<file path="config.mk">
export PLATFORM = sky130hd
export DESIGN_NAME = fifo_bundle_unpacker
export DESIGN_NICKNAME = d
export VERILOG_FILES = /design/src/rtl/fifo_bundle_unpacker_pkg.sv /design/src/rtl/fifo_bundle_unpacker_lane_next_sel.sv /design/src/rtl/fifo_bundle_unpacker.sv
export SDC_FILE = /design/constraint.sdc
export NUM_CORES = 1
export LEC_CHECK = 0
export CORE_AREA = 2 2 216 218
export DETAILED_ROUTE_END_ITERATION = 7
export DIE_AREA = 0 0 218 220
export GPL_TIMING_DRIVEN = 0
export SLEW_MARGIN = 20
export SYNTH_ARGS = -nofsm -noshare
export SYNTH_HDL_FRONTEND = slang
export SYNTH_HIERARCHICAL = 1
export SYNTH_SLANG_ARGS = --single-unit
</file>
<file path="constraint.sdc">
create_clock -name i_clk -period 9.7 [get_ports i_clk]
set_input_delay 1.455 -clock i_clk [delete_from_list [all_inputs] [get_ports i_clk]]
set_output_delay 1.455 -clock i_clk [all_outputs]
set_load 0.02 [all_outputs]
</file>
<file path="src/rtl/fifo_bundle_unpacker_pkg.sv">
// ---------------------------------------------------------------------------
// fifo_bundle_unpacker_pkg
// Shared constants for the bundle unpacker that sits on the read side of the
// 362-bit FWFT bundle FIFO.
//   LANES          lanes per bundle
//   LANE_W         bits per lane, including the lane valid bit (MSB of lane)
//   IDX_W          lane index width, $clog2(LANES) with a floor of 1
//   PTR_W          lane pointer width; one extra bit so ptr can reach LANES
//   BUNDLE_W       FIFO word width, LANES*LANE_W
//   LANE_VALID_BIT bit position of the valid flag inside one lane
//   PAYLOAD_W      payload width of one lane once the valid bit is stripped
// ---------------------------------------------------------------------------
package fifo_bundle_unpacker_pkg;

    localparam int unsigned LANES          = 2;
    localparam int unsigned LANE_W         = 181;
    localparam int unsigned IDX_W          = (LANES > 1) ? $clog2(LANES) : 1;
    localparam int unsigned PTR_W          = IDX_W + 1;
    localparam int unsigned BUNDLE_W       = LANES * LANE_W;
    localparam int unsigned LANE_VALID_BIT = LANE_W - 1;
    localparam int unsigned PAYLOAD_W      = LANE_W - 1;

    // Lane k of a bundle occupies bundle[k*LANE_W +: LANE_W].
    function automatic logic [LANE_W-1:0] lane_of(
        input logic [BUNDLE_W-1:0] bundle,
        input int unsigned         k
    );
        return bundle[k*LANE_W +: LANE_W];
    endfunction

endpackage

</file>
<file path="src/rtl/fifo_bundle_unpacker_lane_next_sel.sv">
// ---------------------------------------------------------------------------
// lane_next_sel
// Combinational priority encoder that picks the next lane to emit.
//   lane_valid   per-lane valid bits of the head bundle
//   ptr          next lane to examine (0..LANES); LANES means nothing left
//   sel_found    some valid lane exists at or above ptr
//   sel_idx      lowest such lane (0 when sel_found is 0)
//   sel_is_last  no valid lane exists above sel_idx
// ---------------------------------------------------------------------------
module lane_next_sel
    import fifo_bundle_unpacker_pkg::*;
(
    input  logic [LANES-1:0] lane_valid,
    input  logic [PTR_W-1:0] ptr,
    output logic             sel_found,
    output logic [IDX_W-1:0] sel_idx,
    output logic             sel_is_last
);

    always_comb begin
        sel_found = 1'b0;
        sel_idx   = '0;
        // Scan downwards so the lowest qualifying lane wins.
        for (int unsigned k = LANES; k > 0; k--) begin
            if (lane_valid[k-1] && ((k - 1) >= 32'(ptr))) begin
                sel_found = 1'b1;
                sel_idx   = IDX_W'(k - 1);
            end
        end
    end

    // Any valid lane above sel is necessarily also at or above ptr, so the
    // unmasked valid bits are sufficient here.
    always_comb begin
        sel_is_last = sel_found;
        for (int unsigned k = 0; k < LANES; k++) begin
            if (lane_valid[k] && (k > 32'(sel_idx))) begin
                sel_is_last = 1'b0;
            end
        end
    end

endmodule

</file>
<file path="src/rtl/fifo_bundle_unpacker.sv">
// ---------------------------------------------------------------------------
// fifo_bundle_unpacker
// Read-side consumer of the FWFT bundle FIFO. Emits the valid lanes of the
// head bundle one per cycle, lowest lane first, on a registered valid/ready
// stream, and pops the FIFO when the last valid lane is loaded.
//   i_clk         clock, rising edge
//   i_rst         asynchronous active-high reset
//   i_flush       synchronous flush: drop output, restart head at lane 0
//   i_fifo_data   FWFT head bundle
//   i_fifo_empty  head invalid when 1
//   o_fifo_r_en   pop head bundle (combinational)
//   o_valid       output lane valid (registered)
//   o_data        lane payload with the valid bit stripped (registered)
//   o_lane_idx    source lane number of o_data (registered)
//   o_last        o_data is the last valid lane of its bundle (registered)
//   i_ready       downstream accepts when o_valid && i_ready
// ---------------------------------------------------------------------------
module fifo_bundle_unpacker
    import fifo_bundle_unpacker_pkg::*;
(
    input  logic                i_clk,
    input  logic                i_rst,
    input  logic                i_flush,
    input  logic [BUNDLE_W-1:0] i_fifo_data,
    input  logic                i_fifo_empty,
    output logic                o_fifo_r_en,
    output logic                o_valid,
    output logic [LANE_W-2:0]   o_data,
    output logic [IDX_W-1:0]    o_lane_idx,
    output logic                o_last,
    input  logic                i_ready
);

    logic [LANE_W-1:0] lanes [LANES];
    logic [LANES-1:0]  lane_valid;
    logic [PTR_W-1:0]  ptr;
    logic              sel_found;
    logic [IDX_W-1:0]  sel_idx;
    logic              sel_is_last;
    logic [LANE_W-1:0] sel_lane;
    logic              load_ok;
    logic              advance;

    always_comb begin
        lanes      = '{default: '0};
        lane_valid = '0;
        for (int unsigned k = 0; k < LANES; k++) begin
            lanes[k]      = lane_of(i_fifo_data, k);
            lane_valid[k] = lanes[k][LANE_VALID_BIT];
        end
    end

    lane_next_sel u_lane_next_sel (
        .lane_valid  (lane_valid),
        .ptr         (ptr),
        .sel_found   (sel_found),
        .sel_idx     (sel_idx),
        .sel_is_last (sel_is_last)
    );

    assign sel_lane = lanes[sel_idx];

    // The output register can take a new lane when it is empty or draining.
    assign load_ok = !o_valid || i_ready;
    assign advance = !i_fifo_empty && load_ok && !i_flush;

    // Pop once the last valid lane is loaded, or immediately when nothing
    // valid remains at or above ptr (all-invalid bundle included).
    assign o_fifo_r_en = !i_rst && advance && (!sel_found || sel_is_last);

    always_ff @(posedge i_clk or posedge i_rst) begin
        if (i_rst) begin
            ptr        <= '0;
            o_valid    <= 1'b0;
            o_data     <= '0;
            o_lane_idx <= '0;
            o_last     <= 1'b0;
        end else if (i_flush) begin
            ptr     <= '0;
            o_valid <= 1'b0;
        end else if (load_ok) begin
            if (i_fifo_empty) begin
                o_valid <= 1'b0;
            end else if (sel_found) begin
                o_valid    <= 1'b1;
                o_data     <= sel_lane[PAYLOAD_W-1:0];
                o_lane_idx <= sel_idx;
                o_last     <= sel_is_last;
                ptr        <= sel_is_last ? '0 : ({1'b0, sel_idx} + PTR_W'(1));
            end else begin
                o_valid <= 1'b0;
                ptr     <= '0;
            end
        end
    end

endmodule
</file>
==> impl_metrics.json, run 1 <==
{
  "outcome": "complete, no violations",
  "worstPathMaxFanout": 3,
  "power_density_mw_per_mm2": 184,
  "hold_class": "reg -> reg",
  "rr_worst_depth": 6,
  "final_max_slew_viol_count": 0,
  "path_class": "in -> out",
  "wl_per_cell_um": 18.0,
  "coreArea_mm2": 0.0459,
  "drt_iter0_drc": 127,
  "syn_inst": 607,
  "power_switching_mw": 0.927,
  "seq_power_share_pct": 36.4,
  "num_rows": 79,
  "drive_gt1_share_pct": 36.1,
  "nets": 1545,
  "grt_pass1_vias": 7845,
  "fin_crit_sh_pct": 50.8,
  "fin_ws_ps": 4770,
  "hold-path-endpoint": "o_data[168]$_DFFE_PP0P_",
  "required_ps": 8250,
  "holdWs_ps": 504,
  "syn_area_per_cell_um2": 15.0,
  "clock-sinks": 185,
  "rsz0062_at_grt": "false",
  "swShare_pct": 31.5,
  "layout_common_cells": "clkdlybuf4s50_1, mux2_2, dfrtp_1",
  "dp_hpwl_mm": 25.9,
  "clock-skew-final_ps": 21.1,
  "cts_buffers": 17,
  "dpl_worst_slack_ps": 4760,
  "post_cts_buffers": 0,
  "comb_power_share_pct": 40.9,
  "io_buffer_count": 550,
  "start_util_pct": 19.9,
  "dieWidth_um": 218,
  "antenna_found_initial": 0,
  "finish.utilization_pct": 34.9,
  "dp.cells": 1766,
  "seq_area_frac_synth_pct": 50.8,
  "hold_depth": 1,
  "cts-root-buf": "clkbuf_16",
  "cts.path.max_buffers": 2,
  "syn-cell-area_mm2": 0.00911,
  "cts-resized-gates": 0,
  "startpoint_type": "input pin",
  "gr-total-overflow": 0,
  "ir_drop_uv": 116,
  "synth-edff-count": 0,
  "syn2layout_area_growth_pct": 75.5,
  "finalSetupViolations": 0,
  "synthesis.nets": 974,
  "htreeDepth": 4,
  "grt_max_degree": 89,
  "routed_via_density": 3.99,
  "grt_use_total_pct": 13.1,
  "pin_count": 551,
  "antennaDiodeCount": 0,
  "cp.arrival_ps": 3480,
  "final_cells": 1795,
  "ys_ff_latch": 185,
  "pwr-share-clk_pct": 22.7,
  "drc": 0,
  "synth_warnings": 6,
  "synth_cell_types": 23,
  "worstSkewPairLatency_ps": 480,
  "cp-end-kind": "output pin",
  "max_freq_mhz": 203,
  "first_pass_iters": 4,
  "r2r_end": "o_data[14]$_DFFE_PP0P_",
  "ant_nets": 0,
  "async_reset_ff_share_pct": 100,
  "p_leak_nw": 6.22,
  "place_congestion": 0.771,
  "tightestPinTransition_ps": 904,
  "rr_startpoint": "ptr[1]$_DFFE_PP0P_",
  "rrSetupSlack_ps": 6870,
  "layout_commonest_cell": "clkdlybuf4s50_1",
  "ys.flop_type": "dfrtp_1",
  "grt_pass1_wl_mm": 46.4,
  "min_period_ps": 4930,
  "hp-start": "o_data[168]$_DFFE_PP0P_",
  "cts.clk_slew.worst_paths_ps": 60,
  "drv_cap": 0,
  "dieArea_mm2": 0.0480,
  "wl_mm": 32.3,
  "hold_violations": 0,
  "die_h_um": 220,
  "fin_setup_tns_ps": 0,
  "p_int_mw": 2.02,
  "hold_buffers": 0,
  "vias": 7169,
  "slew_headroom_pct": 39.7,
  "cts_tree": "yes"
}
-- worst max-delay path, cell delays in order --
cell	delay, ps
clkdlybuf4s50_1	490
nor2b_1	170
mux2_4	170
nor2b_1	60
or3_1	310
nor3_1	150
clkdlybuf4s50_1	660
-- kinds of logic after synthesis --
family | Yosys count | synth area share, %
AOI/OAI and AO/OA | 6 | 0.412
buffers and inverters | 42 | 2.72
DFF | 185 | 50.8
muxes | 363 | 44.9
and+or+nand+nor | 11 | 1.11
-- power groups by stage --
| stage | logic (mW) | clock network, mW | registers [mW] |
|---|---|---|---|
| floorplan | 0.306 | 0 | 1.32 |
| global route | 1.27 | 0.732 | 1.10 |
| detailed placement | 1.22 | 0 | 1.09 |
| global placement | 1.22 | 0 | 1.08 |
| finish | 1.20 | 0.669 | 1.07 |
| CTS | 1.22 | 0.708 | 1.08 |
-- cell type report --
type | instances | area, um2
fill | 4553 | 29900
timing repair buffer | 552 | 5560
sequential | 185 | 4630
multi-input combinational | 380 | 4230
tap | 607 | 759
clock buffer | 24 | 512
buffer | 40 | 240
clock inverter | 5 | 38.8
inverter | 2 | 15.0
-- layer usage --
| layer | vias to the layer above | track usage (%) | part of all wire, % |
|---|---|---|---|
| li1 | 3343 | - | - |
| met1 | 3445 | 13.1 | 37 |
| met2 | 352 | 24.1 | 51 |
| met3 | 29 | 6.14 | 10 |
| met4 | 0 | 4.06 | 1.5 |
| met5 | - | 0 | 0 |
-- registers in the layout (all words and copies together) (netlist names) --
register    count
o_valid         1
o_data        180
ptr             2
o_lane_idx      1
o_last          1
-- synth_stat cells, types with 2 or more instances --
cell type,instances,area [um2]
mux2_2,361,4070
clkbuf_1,2,7.51
buf_1,7,26.3
a21oi_1,2,10.0
nor2b_1,3,18.8
buf_2,12,60.1
dfrtp_1,185,4630
inv_1,2,7.51
buf_4,18,135
o21ai_0,2,10.0
-- how the worst max path moves through the flow --
stage	depth (start not counted)	startpoint	slack (ps)	end
after global placement	2	i_rst	240	o_data[10]$_DFFE_PP0P_
final	7	i_fifo_data[361]	4770	o_fifo_r_en
after global routing	7	i_fifo_data[361]	4650	o_fifo_r_en
after detailed placement	7	i_fifo_data[361]	4760	o_fifo_r_en
after floorplan	1	i_rst	3220	o_data[0]$_DFFE_PP0P_
after CTS	7	i_fifo_data[361]	4740	o_fifo_r_en
-- per-stage QoR --
stage               instance area [um2]  power [mW]
floorplan                          9110        1.63
global placement                  15400        2.29
detailed placement                15400        2.31
CTS                               16000        3.01
global route                      16000        3.10
finish                            16000        2.94
No activity file was read; power rests on OpenSTA's default activity.
==> run 2, diff against run 1 <==
Settings changed: CORE_AREA 2 2 216 218 to 2 2 212 214, DIE_AREA 0 0 218 220 to 0 0 214 216.
Clock period 9.7 ns to 4.7 ns, I/O delays scaled along.
==> run 2 against run 1 <==
Against the previous run:
- utilization grew 1.8 points
- largest power group unchanged
- wire length grew 4.2%
- first-iteration DRC count grew 30%
==> impl_metrics.json, run 2 (synthesized netlist as in run 1, its figures left out) <==
{
  "outcome": "complete, no violations",
  "top_regs": "o_data x180, ptr x2",
  "path_class": "in -> out",
  "first_pass_iters": 4,
  "cts_tree": "yes",
  "vias": 7284,
  "grt_pass1_vias": 8291,
  "hold_violations": 0,
  "regMostFlops": "o_data",
  "coreArea_mm2": 0.0438,
  "dieArea_mm2": 0.0462,
  "r2r_end": "o_data[18]$_DFFE_PP0P_",
  "min_period_ps": 3400,
  "worstSkewPairLatency_ps": 460,
  "clock-skew-final_ps": 15.2,
  "hold-path-endpoint": "o_data[29]$_DFFE_PP0P_",
  "cp-end-kind": "output pin",
  "gr-total-overflow": 0,
  "fin_ws_ps": 1300,
  "required_ps": 3990,
  "routed_via_density": 4.08,
  "dpl_worst_slack_ps": 923,
  "rr_startpoint": "ptr[1]$_DFFE_PP0P_",
  "max_freq_mhz": 294,
  "pin_count": 551,
  "htreeDepth": 4,
  "drv_cap": 0,
  "start_util_pct": 20.8,
  "rsz0062_at_grt": "false",
  "fin_crit_sh_pct": 72.4,
  "grt_use_total_pct": 14.8,
  "nFillCells": 4388,
  "cts-root-buf": "clkbuf_16",
  "antenna_found_initial": 0,
  "rr_worst_depth": 6,
  "power_density_mw_per_mm2": 383,
  "register_area_mm2": 0.00463,
  "dp.cells": 1755,
  "grt_max_degree": 32,
  "worstPathMaxFanout": 3,
  "cts.clk_slew.worst_paths_ps": 70,
  "multi_input_area_mm2": 0.00423,
  "largest_reg_flops": 180,
  "layout_common_cells": "clkdlybuf4s50_1, mux2_2, dfrtp_1",
  "tightestPinTransition_ps": 1050,
  "drt_iter0_drc": 165,
  "cts-resized-gates": 0,
  "final_max_slew_viol_count": 0,
  "grt_pass1_wl_mm": 51.4,
  "dp_hpwl_mm": 27.1,
  "finish.utilization_pct": 36.6,
  "slew_headroom_pct": 30.3,
  "finalSetupViolations": 0,
  "wl_mm": 33.7,
  "cp.arrival_ps": 2700,
  "holdWs_ps": 499,
  "hold_class": "reg -> reg",
  "startpoint_type": "input pin",
  "rrSetupSlack_ps": 1830,
  "layout_commonest_cell": "clkdlybuf4s50_1",
  "cts.path.max_buffers": 2,
  "place_congestion": 0.840,
  "final_cells": 1787,
  "drc": 0,
  "hold_depth": 1,
  "p_leak_nw": 6.26,
  "post_cts_buffers": 0,
  "ant_nets": 0,
  "io_buffer_count": 550,
  "hold_buffers": 0,
  "nets": 1549,
  "die_h_um": 216,
  "ir_drop_uv": 243,
  "hp-start": "o_data[29]$_DFFE_PP0P_",
  "syn2layout_area_growth_pct": 76.2,
  "dieWidth_um": 214,
  "num_rows": 77,
  "antennaDiodeCount": 0,
  "wl_per_cell_um": 18.9,
  "clock-sinks": 185,
  "power_mw": 6.15,
  "cts_buffers": 17,
  "drive_gt1_share_pct": 36.5
}
==> run 2: cell types whose count changed in the layout (fill, tap and decap cells not counted), sizes merged <==
cell | before | now
buf | 40 | 44
clkinv | 4 | 5
clkinvlp | 1 | 3
==> run 2: layer usage <==
metal	track usage, %	share of wire (%)	vias to the layer above	wire, um
met1	16.4	40	3555	13300
met3	5.24	7.9	25	2660
li1	-	-	3357	-
met5	0	0	-	0
met4	4.41	1.4	0	484
met2	26.3	51	347	17200
==> run 2: report_power, final <==
part / total (mW) / internal (mW) / switching (mW)
Combinational: 2.52 / 1.42 / 1.11
Sequential: 2.20 / 2.00 / 0.204
Clock: 1.43 / 0.765 / 0.662
Total: 6.15 / 4.18 / 1.97
==> run 2: area by class of cell <==
cell class / count / share of cell area, %
buffer: 40 / 1.50
clock buffer: 24 / 3.19
clock inverter: 8 / 0.374
inverter: 2 / 0.0702
multi-input combinational: 380 / 26.4
sequential: 185 / 28.8
tap: 592 / 4.62
timing repair buffer: 556 / 35.1
==> run 2: worst max-delay path, stage by stage <==
cell,delay [ps]
clkdlybuf4s50_1,410
nor2b_4,140
o21ba_2,190
nor2b_1,150
or3_1,300
nor3_1,140
clkdlybuf4s50_1,660
==> run 2: worst max path at each step <==
stage | start | end
2_1_floorplan | i_rst | o_data[0]$_DFFE_PP0P_
3_3_place_gp | i_rst | o_data[126]$_DFFE_PP0P_
3_5_place_dp | i_fifo_data[361] | o_data[18]$_DFFE_PP0P_
4_1_cts | i_fifo_data[180] | o_fifo_r_en
5_1_grt | i_fifo_data[361] | o_fifo_r_en
6_report | i_fifo_data[180] | o_fifo_r_en
==> run 2: through the flow <==
step | TNS [ps] | area [um2]
after CTS | 0 | 16000
after global placement | -47000 | 15400
after global routing | 0 | 16000
after detailed placement | 0 | 15500
after floorplan | 0 | 9110
final | 0 | 16000
